**src/rtl/manchester_pkg.sv**
```systemverilog
// Shared types and constants for the parametrised Manchester line encoder.
package manchester_pkg;

    typedef enum logic [1:0] {
        IDLE  = 2'd0,
        HALF1 = 2'd1,
        HALF2 = 2'd2
    } state_t;

    localparam logic POL_THOMAS = 1'b0;
    localparam logic POL_IEEE   = 1'b1;

endpackage

```
**src/rtl/manchester_tx_param_half_bit_timer.sv**
```systemverilog
// Counts clocks inside one half-bit period and flags the terminal count.
module half_bit_timer
    import manchester_pkg::*;
#(
    parameter int HALF_BIT_CLKS = 1
) (
    input  logic clock,
    input  logic reset_b,
    input  logic run,
    output logic half_tick
);

    localparam int CW = (HALF_BIT_CLKS > 1) ? $clog2(HALF_BIT_CLKS) : 1;
    localparam logic [CW-1:0] LAST_CNT = CW'(HALF_BIT_CLKS - 1);

    logic [CW-1:0] half_cnt;

    assign half_tick = run && (half_cnt == LAST_CNT);

    // Restarts from zero on every half boundary and whenever the line is idle.
    always_ff @(posedge clock or negedge reset_b) begin
        if (!reset_b) begin
            half_cnt <= '0;
        end else if (!run || half_tick) begin
            half_cnt <= '0;
        end else begin
            half_cnt <= half_cnt + 1'b1;
        end
    end

endmodule

```
**src/rtl/manchester_tx_param.sv**
```systemverilog
// NRZ word to Manchester serial encoder with valid/ready input and registered line outputs.
module manchester_tx_param
    import manchester_pkg::*;
#(
    parameter int DATA_W        = 8,
    parameter int HALF_BIT_CLKS = 1,
    parameter bit MSB_FIRST     = 1'b1
) (
    input  logic              clock,
    input  logic              reset_b,
    input  logic [DATA_W-1:0] tx_data,
    input  logic              tx_valid,
    output logic              tx_ready,
    input  logic              polarity,
    output logic              line_out,
    output logic              line_en,
    output logic              word_done
);

    localparam int BW = (DATA_W > 1) ? $clog2(DATA_W) : 1;
    localparam logic [BW-1:0] LAST_BIT = BW'(DATA_W - 1);

    state_t            state, state_nxt;
    logic [DATA_W-1:0] shift_q, shift_nxt;
    logic [BW-1:0]     bit_cnt, bit_cnt_nxt;
    logic              pol_q, pol_nxt;
    logic              half_tick;
    logic              last_slot;
    logic              accept;
    logic              cur_bit_nxt;
    logic              line_out_nxt;
    logic              line_en_nxt;
    logic              word_done_nxt;

    half_bit_timer #(
        .HALF_BIT_CLKS(HALF_BIT_CLKS)
    ) u_half_bit_timer (
        .clock    (clock),
        .reset_b  (reset_b),
        .run      (state != IDLE),
        .half_tick(half_tick)
    );

    assign last_slot = (state == HALF2) && half_tick && (bit_cnt == LAST_BIT);
    assign tx_ready  = reset_b && ((state == IDLE) || last_slot);
    assign accept    = tx_valid && tx_ready;

    // Outputs are registered from next-state values so the line never glitches.
    always_ff @(posedge clock or negedge reset_b) begin
        if (!reset_b) begin
            state     <= IDLE;
            shift_q   <= '0;
            bit_cnt   <= '0;
            pol_q     <= 1'b0;
            line_out  <= 1'b0;
            line_en   <= 1'b0;
            word_done <= 1'b0;
        end else begin
            state     <= state_nxt;
            shift_q   <= shift_nxt;
            bit_cnt   <= bit_cnt_nxt;
            pol_q     <= pol_nxt;
            line_out  <= line_out_nxt;
            line_en   <= line_en_nxt;
            word_done <= word_done_nxt;
        end
    end

    // Acceptance can only happen in IDLE or the final slot of a word.
    always_comb begin
        state_nxt   = state;
        shift_nxt   = shift_q;
        bit_cnt_nxt = bit_cnt;
        pol_nxt     = pol_q;
        if (accept) begin
            state_nxt   = HALF1;
            shift_nxt   = tx_data;
            bit_cnt_nxt = '0;
            pol_nxt     = polarity;
        end else begin
            case (state)
                IDLE: ;
                HALF1: begin
                    if (half_tick) begin
                        state_nxt = HALF2;
                    end
                end
                HALF2: begin
                    if (last_slot) begin
                        state_nxt = IDLE;
                    end else if (half_tick) begin
                        state_nxt   = HALF1;
                        shift_nxt   = MSB_FIRST ? (shift_q << 1) : (shift_q >> 1);
                        bit_cnt_nxt = bit_cnt + 1'b1;
                    end
                end
                default: state_nxt = IDLE;
            endcase
        end
    end

    always_comb begin
        cur_bit_nxt   = MSB_FIRST ? shift_nxt[DATA_W-1] : shift_nxt[0];
        line_en_nxt   = (state_nxt != IDLE);
        word_done_nxt = last_slot;
        line_out_nxt  = 1'b0;
        if (state_nxt == HALF1) begin
            line_out_nxt = cur_bit_nxt ^ (pol_nxt == POL_IEEE);
        end else if (state_nxt == HALF2) begin
            line_out_nxt = ~(cur_bit_nxt ^ (pol_nxt == POL_IEEE));
        end
    end

endmodule

```
**config.mk**
```make
export PLATFORM = sky130hd
export DESIGN_NAME = manchester_tx_param
export DESIGN_NICKNAME = d
export VERILOG_FILES = /design/src/rtl/manchester_pkg.sv /design/src/rtl/manchester_tx_param_half_bit_timer.sv /design/src/rtl/manchester_tx_param.sv
export SDC_FILE = /design/constraint.sdc
export NUM_CORES = 1
export LEC_CHECK = 0
export ABC_AREA = 0
export CAP_MARGIN = 20
export CORE_MARGIN = 5
export CORE_UTILIZATION = 57
export CTS_BUF_LIST = sky130_fd_sc_hd__clkbuf_8
export DETAILED_ROUTE_END_ITERATION = 6
export GPL_ROUTABILITY_DRIVEN = 0
export PLACE_DENSITY = 0.87
export SYNTH_ARGS = -nofsm -noshare
export SYNTH_HDL_FRONTEND = slang
export SYNTH_SLANG_ARGS = --single-unit
```
**constraint.sdc**
```tcl
create_clock -name clock -period 4.9 [get_ports clock]
set_input_delay 0.98 -clock clock [delete_from_list [all_inputs] [get_ports clock]]
set_output_delay 0.98 -clock clock [all_outputs]
set_load 0.1 [all_outputs]
```
==> flow_summary.ini <==
[status]
status = completed

[grt]
grt_max_degree = 22
antenna_found_initial = 0
grt_pass1_vias = 637
grt_overflow = 0
gr-usage-all-layers_pct = 13.6
grt_pass1_wl_um = 2660

[die]
die_x_um = 50.0
fp.dieArea_um2 = 2500
boundaryPins = 16
rows = 14
die_h_um = 50.0
start_util_pct = 60.5
coreArea_um2 = 1510

[logic_synthesis]
synth-xor-area-share_pct = 4.81
yosys_warnings = 0
synth-compound-area-share_pct = 16.3
synth_top_area_share_pct = 49.5
avgSynthCellArea_um2 = 10.4
ys_seq_elements = 18
synth_area_leaders = dfrtp_1, nand2_1, a22oi_1, mux2i_1, xnor2_1
syn_nets = 102
yosys.area_share.adder_pct = 2.75
seq_area_frac_synth_pct = 49.5
synth_mux_area_share_pct = 5.63
synth_top_family_by_area = simple AND/OR/NAND/NOR gates
synth-simple-area-share_pct = 17.3
ys_types = 27
netlist_area_um2 = 911
syn_inst = 88
synth_top_cell_by_area = dfrtp_1

[setup_path]
criticalPathCategory = input port to output port
cp.arrival_ns = 2.19
r2r_slack_ns = 2.46
crit_path_max_fanout = 21
critPathRequiredTime_ns = 3.92
startpoint_type = input port
critPathCaptureType = output port

[place]
pre_cts_slack_ns = 1.71
dp_cells = 116
portBuffers = 15
hpwl_um = 1180

[route]
wire_per_inst_um = 13.2
routed_wl_um = 1580
routed_via_density = 5.62
vias = 669
drc_errors = 0
drtIter0Drc = 11
dr.pass1.iters = 4
drtAntennaViolNets = 0

[clock_network]
cts_sinks = 18
hold_buffers = 0
numCtsBuffers = 3
postCtsSetupBuffers = 0
h-tree-depth = 1
clkLatencyLatePin_ns = 0.24
tritoncts = done
clock_path_buffers = 2
clk_pin_slew_ns = 0.06
cts-root-buf = clkbuf_8
ctsResizeCount = 0

[timing]
tightest_slew_ns = 0.964
finalClockSkew_ns = 0.00211
post-route-period-util_pct = 64.6
hold_viol = 0
fin_crit_ns = 3.17
rsz0062_at_grt = false
slew_headroom_pct = 35.5
fin_setup_tns_ns = 0
fin_ws_ns = 1.73
timing.fmax_mhz = 316
setup_viol = 0
maxSlewViolCount = 0

[min_path]
min-delay-path-class = register to register

[power_and_ir_drop]
power_frac_clock_pct = 16.8
p_per_area_nw_per_um2 = 528
intPower_mw = 0.348
p_leak_nw = 0.491
peakVddDrop_uv = 330
seqPwrFrac_pct = 43.0
p_sw_mw = 0.236
p_comb_share_pct = 40.1
sw_frac_of_total_pct = 40.5
power_mw = 0.584

[layout]
area_delta_synth_final_pct = 21.3
fin_cells = 119
final_common_cell = dfrtp_1
finish.net_count = 119
final_cell_mix = dfrtp_1, nand2_1, clkdlybuf4s50_1
drive_gt1_share_pct = 8.74
n_antenna_cell = 0
fillerInstances = 113

[job]
cap_violations = 0
## cell usage after synthesis
library cell / count
nand2b_1: 2
dfrtp_1: 18
a22oi_1: 6
nor3_1: 2
o221ai_1: 1
nor3b_1: 1
a32oi_1: 1
buf_4: 1
nand2b_4: 1
nor4b_4: 1
o211ai_1: 1
a21boi_0: 2
inv_1: 2
mux2i_1: 4
nor2_1: 7
a31oi_1: 1
o21ai_0: 4
a21o_1: 1
xor2_1: 1
nand2_1: 17
a21oi_1: 2
buf_2: 3
conb_1: 1
xnor2_1: 4
mux2_2: 1
ha_1: 2
a211oi_4: 1
## final timing paths
| kind | start | end | cells after the start |
|---|---|---|---|
| setup reg to reg | bit_cnt[0] | line_out | 7 |
| hold reg to reg | shift_q[5] | shift_q[5] | 2 |
| max in group asynchronous | reset_b | shift_q[7] | 2 |
| min in group asynchronous | reset_b | word_done | 2 |
| setup / recovery | reset_b | tx_ready | 5 |
| hold / removal | shift_q[5] | shift_q[5] | 2 |
## worst max-delay path: stages
cell	delay, ns
clkdlybuf4s50_1	0.45
buf_4	0.25
nand2b_1	0.08
a21oi_1	0.12
buf_4	0.30
## sequential cells by signal, summed over array words and instances, names as in the netlist
signal / flops
shift_q: 8
bit_cnt: 3
state: 2
line_en: 1
line_out: 1
pol_q: 1
u_half_bit_timer.half_cnt: 1
word_done: 1
## cell type report
| cell class | count | area, um2 | share of cell area [%] |
|---|---|---|---|
| Clock buffer | 3 | 41.3 | 3.74 |
| Inverter | 2 | 7.51 | 0.680 |
| Multi-Input combinational cell | 64 | 430 | 39.0 |
| Sequential cell | 18 | 450 | 40.8 |
| Tap cell | 16 | 20.0 | 1.81 |
| Timing Repair Buffer | 16 | 155 | 14.0 |
## cell families after synthesis
kind of cell | Yosys count
mux | 5
flops | 18
xor+xnor | 5
fa+ha+maj | 2
simple gates | 31
compound gates | 20
other cells | 1
buf+inv | 6
## per-stage QoR
step	util [%]	cell area (um2)	hold WS, ns
2_1_floorplan	-	911	0.447
3_3_place_gp	70.6	1060	0.464
3_5_place_dp	70.6	1060	0.468
4_1_cts	73.3	1100	0.483
5_1_grt	73.3	1100	0.524
6_report	73.3	1100	0.482
## power groups by stage
stage                     Combinational (mW)  Clock (mW)  Sequential [mW]
after global placement                 0.228           0            0.251
final                                  0.234      0.0983            0.251
after global routing                   0.256       0.107            0.262
after CTS                              0.236       0.100            0.252
after floorplan                        0.137           0            0.294
after detailed placement               0.235           0            0.253
## metal layers
layer,part of all wire (%),vias up,global-route usage [%]
met4,0.70,0,7.42
li1,-,333,-
met2,51,20,22.9
met5,0,-,0
met3,6.1,2,3.31
met1,42,314,15.6
Note: power is estimated with default switching activity, not from simulation.
